$ cat config.mk
export PLATFORM = sky130hd
export DESIGN_NAME = sr_input_conditioner
export DESIGN_NICKNAME = d
export VERILOG_FILES = /design/src/rtl/sr_cond_pkg.sv /design/src/rtl/debounce_channel.sv /design/src/rtl/sr_input_conditioner.sv
export SDC_FILE = /design/constraint.sdc
export NUM_CORES = 1
export LEC_CHECK = 0
export ABC_AREA = 1
export CORE_UTILIZATION = 35
export DETAILED_ROUTE_END_ITERATION = 10
export PLACE_DENSITY = 0.58
export SLEW_MARGIN = 20
export SYNTH_ARGS = -nofsm -noshare
export SYNTH_HDL_FRONTEND = slang
export SYNTH_SLANG_ARGS = --single-unit
$ cat constraint.sdc
create_clock -name clk -period 1.05 [get_ports clk]
set_clock_uncertainty 0.05 [all_clocks]
set_input_delay 0.315 -clock clk [delete_from_list [all_inputs] [get_ports clk]]
set_output_delay 0.315 -clock clk [all_outputs]
set_load 0.02 [all_outputs]
$ cat src/rtl/sr_cond_pkg.sv
// Shared constants and helpers for the SR flip-flop input conditioner.
package sr_cond_pkg;

  localparam int PRIO_RESET = 0;
  localparam int PRIO_SET   = 1;

  // Counter width for a debounce window of n cycles; never narrower than one bit.
  function automatic int cnt_width(input int n);
    int w;
    w = $clog2(n);
    if (w < 1) begin
      return 1;
    end else begin
      return w;
    end
  endfunction

endpackage

$ cat src/rtl/debounce_channel.sv
// One input channel: two-flop synchroniser, debounce counter and rising-edge detector.
module debounce_channel
  import sr_cond_pkg::*;
#(
  parameter int DEBOUNCE_CYCLES = 4
) (
  input  logic clk,
  input  logic rst,
  input  logic raw,
  output logic level,
  output logic rise
);

  localparam int CNT_W = cnt_width(DEBOUNCE_CYCLES);
  localparam logic [CNT_W-1:0] CNT_MAX  = CNT_W'(DEBOUNCE_CYCLES - 1);
  localparam logic [CNT_W-1:0] CNT_ONE  = CNT_W'(1);
  localparam logic [CNT_W-1:0] CNT_ZERO = {CNT_W{1'b0}};

  logic             sync1;
  logic             sync2;
  logic             stable;
  logic             stable_q;
  logic [CNT_W-1:0] cnt;

  // Stable flips only after DEBOUNCE_CYCLES consecutive disagreeing samples.
  always_ff @(posedge clk) begin
    if (rst) begin
      sync1    <= 1'b0;
      sync2    <= 1'b0;
      stable   <= 1'b0;
      stable_q <= 1'b0;
      cnt      <= CNT_ZERO;
    end else begin
      sync1    <= raw;
      sync2    <= sync1;
      stable_q <= stable;
      if (sync2 == stable) begin
        cnt <= CNT_ZERO;
      end else if (cnt == CNT_MAX) begin
        stable <= sync2;
        cnt    <= CNT_ZERO;
      end else begin
        cnt <= cnt + CNT_ONE;
      end
    end
  end

  assign level = stable;
  assign rise  = stable & ~stable_q;

endmodule

$ cat src/rtl/sr_input_conditioner.sv
// Turns two raw buttons into mutually exclusive one-cycle S/R pulses for an SR flip-flop.
module sr_input_conditioner
  import sr_cond_pkg::*;
#(
  parameter int DEBOUNCE_CYCLES = 4,
  parameter int PRIORITY        = PRIO_RESET
) (
  input  logic clk,
  input  logic rst,
  input  logic set_btn,
  input  logic reset_btn,
  output logic S,
  output logic R,
  output logic set_level,
  output logic reset_level,
  output logic conflict
);

  logic set_rise;
  logic reset_rise;
  logic s_next;
  logic r_next;
  logic conflict_next;

  debounce_channel #(.DEBOUNCE_CYCLES(DEBOUNCE_CYCLES)) u_set_ch (
    .clk   (clk),
    .rst   (rst),
    .raw   (set_btn),
    .level (set_level),
    .rise  (set_rise)
  );

  debounce_channel #(.DEBOUNCE_CYCLES(DEBOUNCE_CYCLES)) u_reset_ch (
    .clk   (clk),
    .rst   (rst),
    .raw   (reset_btn),
    .level (reset_level),
    .rise  (reset_rise)
  );

  // Same-cycle collision keeps exactly one pulse so S and R are never both high.
  always_comb begin
    s_next        = 1'b0;
    r_next        = 1'b0;
    conflict_next = 1'b0;
    case ({set_rise, reset_rise})
      2'b10: s_next = 1'b1;
      2'b01: r_next = 1'b1;
      2'b11: begin
        conflict_next = 1'b1;
        if (PRIORITY == PRIO_SET) begin
          s_next = 1'b1;
        end else begin
          r_next = 1'b1;
        end
      end
      default: begin
        s_next        = 1'b0;
        r_next        = 1'b0;
        conflict_next = 1'b0;
      end
    endcase
  end

  always_ff @(posedge clk) begin
    if (rst) begin
      S        <= 1'b0;
      R        <= 1'b0;
      conflict <= 1'b0;
    end else begin
      S        <= s_next;
      R        <= r_next;
      conflict <= conflict_next;
    end
  end

endmodule
==> impl_metrics.tcl <==
set metrics [dict create \
    status "finished, violations left" \
    violations "negative setup slack" \
    maxCapViolCount 0 \
    gp_congestion 0.737 \
    cts_buffer_depth 2 \
    core_sq_um 1350 \
    arrival_ns 0.74 \
    max_freq_ghz 0.904 \
    row_count 13 \
    antennaDiodeCount 0 \
    synth_cells 62 \
    cp.required_ns 0.68 \
    clock_latency_ns 0.28 \
    drt-total-wl_microns 719 \
    wl_per_cell_microns 7.73 \
    grt_pass1_wl_mm 1.28 \
    hold_viol 0 \
    dpl.cell_count 89 \
    ios 9 \
    overflow 0 \
    grt_usage_pct 13.5 \
    dp_hpwl_microns 518 \
    period_share_pct 105 \
    dr.pass1.iters 4 \
    drc_errors 0 \
    hp-class "input pin to register" \
    hold_path_end "u_set_ch.sync2" \
    vias 384 \
    crit_path_top_delay_cell "dfxtp_2" \
    fillCellCount 124 \
    leakage_nw 0.337 \
    r2r_start "u_set_ch.cnt[0]" \
    rrSetupSlack_ns 0.09 \
    synth.avg_cell_area_sq_um 8.42 \
    rsz0062_at_grt "true" \
    grt_pass1_vias 302 \
    tightest_slew_ns 0.142 \
    synth_area_sq_um 522 \
    setup_tns_ns -0.221 \
    final_nets 85 \
    vdd_drop_max_v 0.000834 \
    drt_first_iter_violations 7 \
    synth-seq-cells 15 \
    synth_warnings 0 \
    path_clk_slew_ns 0.08 \
    via_per_inst 4.13 \
    place.port_buffers 8 \
    layout_min_cycle_time_ns 1.11 \
    dieArea_sq_um 1650 \
    hold-worst-slack_ns 0.329 \
    worstHoldPathCells 3 \
    total_power_uw 951 \
    cts_tree "yes" \
    crit_path_cell_trace "buf_6" \
    path_buf_inv 1 \
    initial_core_util_pct 38.6 \
    endpoint_kind "primary output" \
    p_per_area_nw_per_um2 1380 \
    antenna_found_initial 0 \
    drive_above_1_share_pct 28.2 \
    hp-start "rst" \
    root_buffer "clkbuf_4" \
    synth_cell_types 11 \
    die_w_microns 40.6 \
    cp_slowest_stage_delay_ns 0.35 \
    setup-violations-final 5 \
    cts_buffers 3 \
    synth_nets 68 \
    htree_levels 1 \
    worstSetupStartpointType "register" \
    syn_to_final_growth_pct 31.9 \
    ant_nets 0 \
    fin_cells 93 \
    drv_slew 0 \
    cts.sinks 15 \
    critPathKind "register to primary output" \
    setup_ws_ns -0.0556 \
    reg2reg_depth 4 \
    grt_max_degree 9 \
    r2r-end "u_set_ch.cnt[1]" \
    relSlewSlack_pct 90.5 \
    crit_fanout 2 \
    fin_util_pct 51.0 \
    seq_area_frac_synth_pct 57.6 \
    cts_hold_repair.buffers 0 \
    fp.dieH_microns 40.6 \
    cp_top_family "flip-flops" \
]
==> stage by stage <==
step	instance area [sq um]	setup slack, ns
2_1_floorplan	522	0.140
3_5_place_dp	647	-0.294
3_3_place_gp	647	-0.261
6_report	688	-0.0556
5_1_grt	688	-0.0964
4_1_cts	683	-0.0681
==> timing repair <==
action | 4_1_cts | 5_1_grt
setup endpoints to repair | 5 | 11
buffers inserted | 0 | 0
gates resized for setup | 33 | 3
==> cell usage after synthesis <==
library cell | number | area (sq um)
nor2_1 | 17 | 63.8
dfxtp_1 | 15 | 300
inv_1 | 15 | 56.3
nand2_1 | 4 | 15.0
ha_1 | 2 | 25.0
nand3_1 | 2 | 10.0
nor2_2 | 2 | 12.5
o21ai_0 | 2 | 10.0
buf_6 | 1 | 11.3
nand2_2 | 1 | 6.26
nor2_4 | 1 | 11.3
==> cell families after synthesis <==
family                   synth area share, %
AND/OR/NAND/NOR                         22.8
buffers and inverters                   12.9
flip-flops                              57.6
AO/OA/AOI/OAI                           1.92
adder cells (fa/ha/maj)                 4.80
==> final cells by class <==
cell class | instances | area (sq um) | area share [%]
well taps | 15 | 18.8 | 2.73
clock buffers | 4 | 26.3 | 3.82
flip-flops and latches | 15 | 307 | 44.5
inverters | 15 | 56.3 | 8.18
repair buffers | 13 | 126 | 18.4
multi-input cells | 31 | 154 | 22.4
==> report_power, final <==
part	leakage, nW	switching, mW	internal [mW]
sequential	0.124	0.00418	0.578
combinational	0.198	0.0180	0.0234
clock	0.0150	0.180	0.148
==> routing by layer <==
layer	track usage [%]	vias up	part of all wire, %
li1	-	208	-
met1	16.6	159	50
met2	14.3	12	38
met3	8.15	5	6.4
met4	15.0	0	5.6
met5	0	-	0
==> state kept, by name, summed over array words and instances (netlist names) <==
name / flops
u_reset_ch.sync2: 1
S: 1
u_set_ch.stable_q: 1
u_set_ch.level: 1
u_reset_ch.sync1: 1
u_set_ch.cnt: 2
u_set_ch.sync1: 1
conflict: 1
R: 1
u_reset_ch.level: 1
u_set_ch.sync2: 1
u_reset_ch.cnt: 2
u_reset_ch.stable_q: 1
==> placed cells by master, fill, tap and decap left out, types with 2 or more instances in the layout <==
master / netlist / final
clkbuf_4: 0 / 3
dfxtp_2: 0 / 5
dfxtp_1: 15 / 10
buf_4: 0 / 5
nor2_1: 17 / 17
o21ai_0: 2 / 2
inv_1: 15 / 15
buf_6: 1 / 5
ha_1: 2 / 2
clkdlybuf4s50_1: 0 / 2
nor2_2: 2 / 2
nand3_1: 2 / 2
nand2_1: 4 / 4
==> how the worst max path moves through the flow <==
| stage | to | slack [ns] | startpoint | cells after the start |
|---|---|---|---|---|
| 4_1_cts | reset_level | -0.07 | u_reset_ch.level | 1 |
| 3_3_place_gp | u_set_ch.cnt[0] | -0.26 | rst | 5 |
| 2_1_floorplan | conflict | 0.14 | u_reset_ch.level | 4 |
| 6_report | reset_level | -0.06 | u_reset_ch.level | 1 |
| 5_1_grt | reset_level | -0.1 | u_reset_ch.level | 1 |
| 3_5_place_dp | u_reset_ch.cnt[0] | -0.29 | rst | 5 |
Note: power is estimated with default switching activity, not from simulation.
